===== config.mk =====
export PLATFORM = sky130hd
export DESIGN_NAME = branch_resolve_ctrl
export DESIGN_NICKNAME = d
export VERILOG_FILES = /design/src/rtl/bp_pkg.sv /design/src/rtl/brc_entry_fifo.sv /design/src/rtl/branch_resolve_ctrl.sv
export SDC_FILE = /design/constraint.sdc
export NUM_CORES = 1
export LEC_CHECK = 0
export CAP_MARGIN = 20
export CORE_MARGIN = 3
export CORE_UTILIZATION = 53
export DETAILED_ROUTE_END_ITERATION = 6
export PLACE_DENSITY_LB_ADDON = 0.15
export SYNTH_ARGS = -nofsm -noshare
export SYNTH_HDL_FRONTEND = slang
export SYNTH_HIERARCHICAL = 1
export SYNTH_SLANG_ARGS = --single-unit

===== constraint.sdc =====
create_clock -name clk -period 4 [get_ports clk]
set_input_delay 0.6 -clock clk [delete_from_list [all_inputs] [get_ports clk]]
set_output_delay 0.6 -clock clk [all_outputs]
set_load 0.05 [all_outputs]

===== src/rtl/bp_pkg.sv =====
// Shared types for the branch resolution controller: FIFO entry layout,
// controller state encoding and a saturating counter helper.
package bp_pkg;

    typedef struct packed {
        logic [31:0] pc;
        logic        pred;
    } brc_entry_t;

    typedef enum logic {
        RUN     = 1'b0,
        RECOVER = 1'b1
    } brc_state_e;

    function automatic logic [15:0] sat_inc16(input logic [15:0] value);
        return (value == 16'hFFFF) ? value : value + 16'd1;
    endfunction

endpackage


===== src/rtl/brc_entry_fifo.sv =====
// In-order circular store of predicted branches. Pointers wrap modulo DEPTH;
// clear empties the store and takes priority over push and pop.
module brc_entry_fifo
    import bp_pkg::*;
#(
    parameter int DEPTH = 4
) (
    input  logic                         clk,
    input  logic                         reset_n,
    input  logic                         push,
    input  brc_entry_t                   push_data,
    input  logic                         pop,
    input  logic                         clear,
    output brc_entry_t                   head_data,
    output logic [$clog2(DEPTH+1)-1:0]   count
);

    localparam int PW = $clog2(DEPTH);
    localparam int CW = $clog2(DEPTH + 1);

    brc_entry_t        mem [DEPTH];
    logic [PW-1:0]     head;
    logic [PW-1:0]     tail;

    // NOTE: storage has no reset; count and pointers define which slots are live.
    always_ff @(posedge clk) begin
        if (push) begin
            mem[tail] <= push_data;
        end
    end

    // NOTE: registered state uses non-blocking assignments so every flop samples pre-edge values.
    always_ff @(posedge clk) begin
        if (!reset_n) begin
            head  <= '0;
            tail  <= '0;
            count <= '0;
        end else if (clear) begin
            head  <= '0;
            tail  <= '0;
            count <= '0;
        end else begin
            if (push) begin
                tail <= tail + PW'(1);
            end
            if (pop) begin
                head <= head + PW'(1);
            end
            case ({push, pop})
                2'b10:   count <= count + CW'(1);
                2'b01:   count <= count - CW'(1);
                default: count <= count;
            endcase
        end
    end

    assign head_data = mem[head];

endmodule


===== src/rtl/branch_resolve_ctrl.sv =====
// Tracks in-flight predicted branches, resolves them oldest-first, drives
// predictor updates and redirects. Optional statistics: define BRC_STATS_EN.
module branch_resolve_ctrl
    import bp_pkg::*;
#(
    parameter int DEPTH = 4
) (
    input  logic                         clk,
    input  logic                         reset_n,
    input  logic                         alloc_valid,
    input  logic [31:0]                  alloc_pc,
    input  logic                         alloc_pred,
    output logic                         alloc_ready,
    input  logic                         resolve_valid,
    input  logic                         resolve_taken,
    input  logic                         flush,
    output logic                         pred_update,
    output logic [31:0]                  pred_pc,
    output logic                         pred_actual_taken,
    output logic                         mispredict,
    output logic [$clog2(DEPTH+1)-1:0]   count,
    output logic [15:0]                  stat_branches,
    output logic [15:0]                  stat_mispredicts
);

    localparam int CW = $clog2(DEPTH + 1);
    localparam logic [CW-1:0] FULL_COUNT = CW'(DEPTH);

    brc_state_e  state;
    brc_state_e  state_next;
    brc_entry_t  head_entry;
    brc_entry_t  new_entry;
    logic        resolve_fire;
    logic        resolve_mis;
    logic        alloc_fire;
    logic        fifo_clear;

    // Ready depends only on registered state so fetch never sees a combinational path from resolve.
    assign alloc_ready  = (state == RUN) && (count < FULL_COUNT);

    assign resolve_fire = resolve_valid && (count != '0);
    assign resolve_mis  = resolve_fire && (resolve_taken != head_entry.pred);
    assign fifo_clear   = flush || resolve_mis;
    assign alloc_fire   = alloc_valid && alloc_ready && !fifo_clear;
    assign new_entry    = '{pc: alloc_pc, pred: alloc_pred};

    brc_entry_fifo #(
        .DEPTH (DEPTH)
    ) u_fifo (
        .clk       (clk),
        .reset_n   (reset_n),
        .push      (alloc_fire),
        .push_data (new_entry),
        .pop       (resolve_fire),
        .clear     (fifo_clear),
        .head_data (head_entry),
        .count     (count)
    );

    // NOTE: every always_comb output gets a default first so no latch is inferred.
    always_comb begin
        state_next = RUN;
        if (!flush && resolve_mis) begin
            state_next = RECOVER;
        end
    end

    always_ff @(posedge clk) begin
        if (!reset_n) begin
            state             <= RUN;
            pred_update       <= 1'b0;
            mispredict        <= 1'b0;
            pred_pc           <= '0;
            pred_actual_taken <= 1'b0;
        end else begin
            state       <= state_next;
            pred_update <= resolve_fire;
            mispredict  <= resolve_mis;
            if (resolve_fire) begin
                pred_pc           <= head_entry.pc;
                pred_actual_taken <= resolve_taken;
            end
        end
    end

`ifdef BRC_STATS_EN
    always_ff @(posedge clk) begin
        if (!reset_n) begin
            stat_branches    <= '0;
            stat_mispredicts <= '0;
        end else begin
            if (resolve_fire) begin
                stat_branches <= sat_inc16(stat_branches);
            end
            if (resolve_mis) begin
                stat_mispredicts <= sat_inc16(stat_mispredicts);
            end
        end
    end
`else
    assign stat_branches    = 16'h0000;
    assign stat_mispredicts = 16'h0000;
`endif

endmodule


==> impl_metrics.json, run 1 <==
{
  "status": "completed",
  "dpl.hpwl_um": 7200,
  "skew_ns": 0.0152,
  "cts_setup_buffers": 0,
  "gr-total-overflow": 0,
  "ant_nets": 0,
  "root_buffer": "clkbuf_16",
  "initial_core_util_pct": 54.5,
  "grt_max_degree": 55,
  "clkTransAtPathRegs_ns": 0.06,
  "required_ns": 4.34,
  "dp_slack_ns": 0.719,
  "critPathSlowestCell": "or4b_2",
  "syn_area_mm2": 0.00691,
  "gp_congestion": 0.739,
  "critical-path-max-stage-delay_ns": 0.61,
  "ys_ff_latch": 177,
  "use_met1_pct": 22.7,
  "first_pass_iters": 4,
  "r2r_cells": 10,
  "comb_power_share_pct": 6.8,
  "cp.depth": 10,
  "finalNetCount": 533,
  "cp_common_cell": "a21oi_1",
  "p_clk_share_pct": 42.6,
  "cts_tree": "yes",
  "start_kind": "input port",
  "vias": 3472,
  "core-area_mm2": 0.0127,
  "antenna_found_initial": 0,
  "rsz0062_at_grt": "no",
  "slew_violations": 0,
  "final.setup.worst_slack_ns": 1.12,
  "ff2ff_setup_slack_ns": 1.27,
  "switchingPower_mw": 0.827,
  "crit_chain": "clkdlybuf4s50_1, or4b_2, a21oi_1, buf_4, inv_1, ha_1, fa_1, xnor2_1, or3_1, a21oi_1",
  "dieArea_mm2": 0.0144,
  "intPower_mw": 3.15,
  "cts_buffers": 17,
  "cts-resized-gates": 0,
  "worstReg2RegStart": "u_fifo/mem[3][0]",
  "switching_share_pct": 20.8,
  "worst_pin_slew_ns": 1.05,
  "ios": 110,
  "met3_usage_pct": 4.57,
  "top_usage_layer": "met2",
  "clk_path_buf_depth": 2,
  "cts_max_level": 4,
  "ys_types": 28,
  "cp_data_arrival_time_ns": 3.22,
  "r2r-end": "u_fifo/count[2]",
  "drive_gt1_share_pct": 15.4,
  "crit_family": "simple AND/OR/NAND/NOR gates",
  "syn-instance-count": 405,
  "die_w_um": 120,
  "yosysWarnings": 6,
  "place.port_buffers": 77,
  "irDropWorstVdd_mv": 0.323,
  "finalSetupViolCount": 0,
  "grt_pass1_vias": 3455,
  "maxSlewHeadroom_pct": 29.9,
  "met2_usage_pct": 27.6,
  "route.detailed.drc": 0,
  "power.leakage_nw": 2.78,
  "fin_crit_sh_pct": 72.0,
  "crit_path_end": "u_fifo/count[2]",
  "drt-wirelength-per-cell_um": 17.6,
  "wl_um": 11800,
  "worstSetupPathType": "input port to flip-flop",
  "crit_buf_inv": 3,
  "postSynthAreaPerCell_um2": 17.1,
  "die_h_um": 120,
  "seqPwrFrac_pct": 50.6,
  "track_usage_pct": 17.2,
  "cts_num_sinks": 177,
  "first_iter_violations": 199,
  "cp-end-kind": "flip-flop",
  "cts-hold-fix-buffers": 0,
  "grt_pass1_wl_um": 18400,
  "clock_latency_ns": 0.42,
  "fin_setup_tns_ns": 0,
  "cap_violations": 0,
  "period_minus_slack_ns": 2.88,
  "area_growth_pct": 20.1,
  "pwr_density_cell_mw_per_mm2": 480,
  "diodes": 0,
  "rows": 41,
  "final-hold-violation-count": 0,
  "yosysSeqAreaShare_pct": 70.4,
  "via_per_inst": 5.16,
  "min_path_type": "flip-flop to flip-flop",
  "crit_path_start": "flush",
  "max_clock_freq_mhz": 347,
  "worstPathMaxFanout": 7
}
==> through the flow <==
step                      hold slack, ns  cells  power [mW]  utilization, %  cell area [µm²]
after global placement             0.443    641        2.32            60.6             7680
after global routing               0.475    673        4.10            65.5             8300
after detailed placement           0.446    641        2.32            60.6             7680
after CTS                          0.457    673        4.01            65.5             8300
after floorplan                    0.485    436        2.26               -             7020
final                              0.455    673        3.98            65.5             8300
==> worst register-to-register path: cells and delay by family (launching register included) <==
| kind | cells | cell delay, ns |
|---|---|---|
| AND/OR/NAND/NOR | 1 | 0.30 |
| multiplexers | 1 | 0.48 |
| buffers and inverters | 2 | 0.22 |
| AO/OA/AOI/OAI | 2 | 0.35 |
| XOR/XNOR | 2 | 0.34 |
| flip-flops | 1 | 0.37 |
| adder cells (fa/ha/maj) | 2 | 0.60 |
==> layout make-up <==
cell class,count,area [µm²]
well taps,172,215
fillers,906,4370
flip-flops and latches,177,4870
clock inverters,11,163
clock buffers,21,450
inverters,3,11.3
multi-input cells,202,1750
repair buffers,87,841
==> how the worst min path moves through the flow <==
stage                         from     endpoint  slack (ns)  depth (start not counted)
global route           pred_pc[10]  pred_pc[10]        0.47                          2
finish                  pred_pc[4]   pred_pc[4]        0.45                          2
detailed placement     pred_pc[17]  pred_pc[17]        0.45                          2
global placement        pred_pc[6]   pred_pc[6]        0.44                          2
CTS                    pred_pc[31]  pred_pc[31]        0.46                          2
floorplan           u_fifo/head[1]    flip-flop        0.48                          2
==> cells in the mapped netlist <==
cell type / instances / area share, %
buf_6: 3 / 0.49
or3_1: 1 / 0.091
a21oi_1: 2 / 0.14
dfxtp_1: 45 / 13
buf_2: 7 / 0.51
o21ai_0: 1 / 0.072
conb_1: 1 / 0.054
buf_12: 3 / 0.87
and2_1: 5 / 0.45
clkbuf_1: 9 / 0.49
mux4_2: 30 / 9.8
or4b_2: 1 / 0.14
nand2_1: 67 / 3.6
inv_1: 3 / 0.16
mux4_1: 3 / 1.1
nor2_1: 8 / 0.43
nand2b_1: 1 / 0.091
edfxtp_1: 132 / 57
and3_1: 1 / 0.091
o31a_1: 1 / 0.13
and4b_1: 1 / 0.14
fa_1: 1 / 0.29
a21o_1: 1 / 0.11
mux2i_1: 35 / 5.1
buf_4: 32 / 3.5
xnor2_1: 3 / 0.38
ha_1: 5 / 0.91
xor2_1: 3 / 0.38
==> kinds of logic after synthesis <==
| group | Yosys count | share of synthesized area [%] |
|---|---|---|
| fa+ha+maj | 6 | 1.20 |
| flops | 177 | 70.4 |
| mux | 68 | 16.0 |
| other cells | 1 | 0.0543 |
| compound gates | 5 | 0.453 |
| simple gates | 85 | 5.09 |
| buf+inv | 57 | 6.00 |
| xor+xnor | 6 | 0.761 |
==> placed cells by master, fill, tap and decap left out, drive strengths merged, types with 2 or more instances in the layout <==
cell type and count:
clkinvlp 2, conb 32, edfxtp 132, mux4 33
dfxtp 45, bufinv 4, nand2 67, clkinv 5
xnor2 3, and2 5, buf 11, ha 5
mux2i 35, clkbuf 21, clkdlybuf4s50 76, nor2 8
a21oi 2, xor2 3, inv 3
==> flip-flops by register name, indices dropped and copies added (netlist names), named ones only <==
register,cells
u_fifo/count,3
state,1
mispredict,1
pred_pc,32
pred_actual_taken,1
pred_update,1
u_fifo/head,2
u_fifo/tail,2
u_fifo/mem,132
==> power by group through the flow <==
stage	clock network (mW)	registers (mW)	logic, mW
final	1.70	2.01	0.269
after global routing	1.79	2.02	0.286
after CTS	1.73	2.01	0.272
after detailed placement	0	2.05	0.271
after global placement	0	2.05	0.267
after floorplan	0	2.09	0.171
==> per-layer routing <==
metal | wire length, µm | up-vias
li1 | - | 1599
met5 | 0 | -
met1 | 5100 | 1762
met3 | 602 | 13
met2 | 5990 | 98
met4 | 141 | 0
Note: power is estimated with default switching activity, not from simulation.
==> run 2: changes to the inputs <==
Clock period 4 ns to 2.7 ns, I/O delays scaled along.
==> run 2 against run 1 <==
Register-to-register slack got worse by 1.1 ns. Sequential power up 48%. Non-clock buffer count grew 7. Critical path type is now flip-flop to flip-flop. Largest power group unchanged.
==> impl_metrics.json, run 2 (same netlist as run 1, synthesis figures left out) <==
{
  "worstPathMaxFanout": 4,
  "antenna_found_initial": 0,
  "seqPwrFrac_pct": 53.6,
  "met3_usage_pct": 4.90,
  "intPower_mw": 4.37,
  "die_w_um": 120,
  "cts-hold-fix-buffers": 0,
  "p_total_mw": 5.57,
  "period_minus_slack_ns": 2.53,
  "cp_data_arrival_time_ns": 2.87,
  "wl_um": 11700,
  "crit_buf_inv": 1,
  "cts_tree": "yes",
  "comb_power_share_pct": 7.3,
  "crit_chain": "mux4_2, xor2_1, a21oi_2, inv_1, ha_2, fa_1, xnor2_1, or3_1, a21oi_1",
  "final-hold-violation-count": 0,
  "grt_max_degree": 48,
  "critPathSlowestCell": "mux4_2",
  "required_ns": 3.04,
  "power.leakage_nw": 2.80,
  "met2_usage_pct": 27.6,
  "final_util_pct": 66.1,
  "status": "completed",
  "cts-resized-gates": 0,
  "nFillCells": 895,
  "cts_buffers": 17,
  "worst_pin_slew_ns": 0.669,
  "pwr_density_cell_mw_per_mm2": 665,
  "finalNetCount": 540,
  "drt-wirelength-per-cell_um": 17.2,
  "rows": 41,
  "worstSetupPathType": "flip-flop to flip-flop",
  "ant_nets": 0,
  "core-area_mm2": 0.0127,
  "largest_register_ffs": 132,
  "route.detailed.drc": 0,
  "irDropWorstVdd_mv": 0.388,
  "cts_num_sinks": 177,
  "use_met1_pct": 23.0,
  "switching_share_pct": 21.5,
  "dpl.hpwl_um": 7300,
  "gp_congestion": 0.727,
  "maxSlewHeadroom_pct": 55.4,
  "die_h_um": 120,
  "clkTransAtPathRegs_ns": 0.06,
  "cts_setup_buffers": 0,
  "switchingPower_mw": 1.20,
  "clk_path_buf_depth": 2,
  "via_per_inst": 5.11,
  "root_buffer": "clkbuf_16",
  "max_clock_freq_mhz": 395,
  "finalSetupViolCount": 0,
  "top_usage_layer": "met2",
  "crit_family": "adder cells",
  "drive_gt1_share_pct": 16.8,
  "min_path_type": "flip-flop to flip-flop",
  "place.port_buffers": 77,
  "grt_pass1_wl_um": 18900,
  "start_kind": "flip-flop",
  "critical-path-max-stage-delay_ns": 0.49,
  "dieArea_mm2": 0.0144,
  "final_cell_mix": "edfxtp_1 (132), clkdlybuf4s50_1 (76), nand2_1 (67)",
  "cp-end-kind": "flip-flop",
  "cap_violations": 0,
  "ff2ff_setup_slack_ns": 0.17,
  "vias": 3476,
  "rsz0062_at_grt": "no",
  "initial_core_util_pct": 54.5,
  "top_regs": "u_fifo/mem (132), pred_pc (32), u_fifo/count (3)",
  "skew_ns": 0.00752,
  "first_pass_iters": 4,
  "cts_max_level": 4,
  "slew_violations": 0,
  "top_register": "u_fifo/mem",
  "track_usage_pct": 17.5,
  "gr-total-overflow": 0,
  "ios": 110,
  "layout_commonest_cell": "edfxtp_1",
  "first_iter_violations": 265,
  "p_clk_share_pct": 39.1,
  "grt_pass1_vias": 3642,
  "clock_latency_ns": 0.42,
  "fin_crit_sh_pct": 93.7,
  "area_growth_pct": 21.3
}
## run 2: cell type report
cell class                 instances  area (µm²)  share of cell area [%]
sequential                       177        4870                    58.1
multi-input combinational        202        1760                    21.0
timing repair buffer              94         993                    11.9
clock buffer                      25         495                    5.92
tap                              172         215                    2.57
clock inverter                     6        35.0                   0.418
inverter                           3        11.3                   0.134
antenna                            1        2.50                  0.0299
## run 2: through the flow
| step | area (µm²) | std cells | hold slack, ns | TNS [ns] | setup slack, ns |
|---|---|---|---|---|---|
| 3_5_place_dp | 7840 | 648 | 0.446 | -0.242 | -0.242 |
| 6_report | 8380 | 680 | 0.452 | 0 | 0.170 |
| 4_1_cts | 8370 | 679 | 0.457 | 0 | 0.153 |
| 2_1_floorplan | 7030 | 436 | 0.485 | -0.0750 | -0.0750 |
| 5_1_grt | 8370 | 679 | 0.476 | 0 | 0.0673 |
| 3_3_place_gp | 7840 | 648 | 0.442 | -0.149 | -0.149 |
## run 2: power groups by stage
stage | sequential [mW] | combinational [mW] | clock, mW
after CTS | 2.98 | 0.412 | 2.23
after global routing | 2.99 | 0.435 | 2.34
after floorplan | 3.09 | 0.255 | 0
after global placement | 3.04 | 0.406 | 0
after detailed placement | 3.04 | 0.411 | 0
final | 2.98 | 0.408 | 2.18
## run 2: worst reg2reg max path, stage by stage, from the launching register on
cell and delay, ns:
edfxtp_1 0.36, mux4_2 0.49, xor2_1 0.20, a21oi_2 0.17, inv_1 0.06, ha_2 0.19
fa_1 0.38, xnor2_1 0.15, or3_1 0.30, a21oi_1 0.16
## run 2: worst paths after layout
path                                  startpoint              end  cells after the start
worst min register to register       pred_pc[16]      pred_pc[16]                      2
worst max-delay path            u_fifo/mem[3][0]  u_fifo/count[2]                      9
worst min-delay path                 pred_pc[16]      pred_pc[16]                      2
worst max register to register  u_fifo/mem[3][0]  u_fifo/count[2]                      9
## run 2: metal layers
| layer | part of all wire [%] | vias up |
|---|---|---|
| met1 | 44 | 1734 |
| met4 | 1.6 | 0 |
| met3 | 5.9 | 15 |
| met5 | 0 | - |
| met2 | 48 | 111 |
| li1 | - | 1616 |
==> run 3: changes to the inputs <==
Settings changed: SKIP_LAST_GASP set to 1.
==> results of run 3 <==
Same layout as run 2: the final DEF is identical, and so are final timing and power.
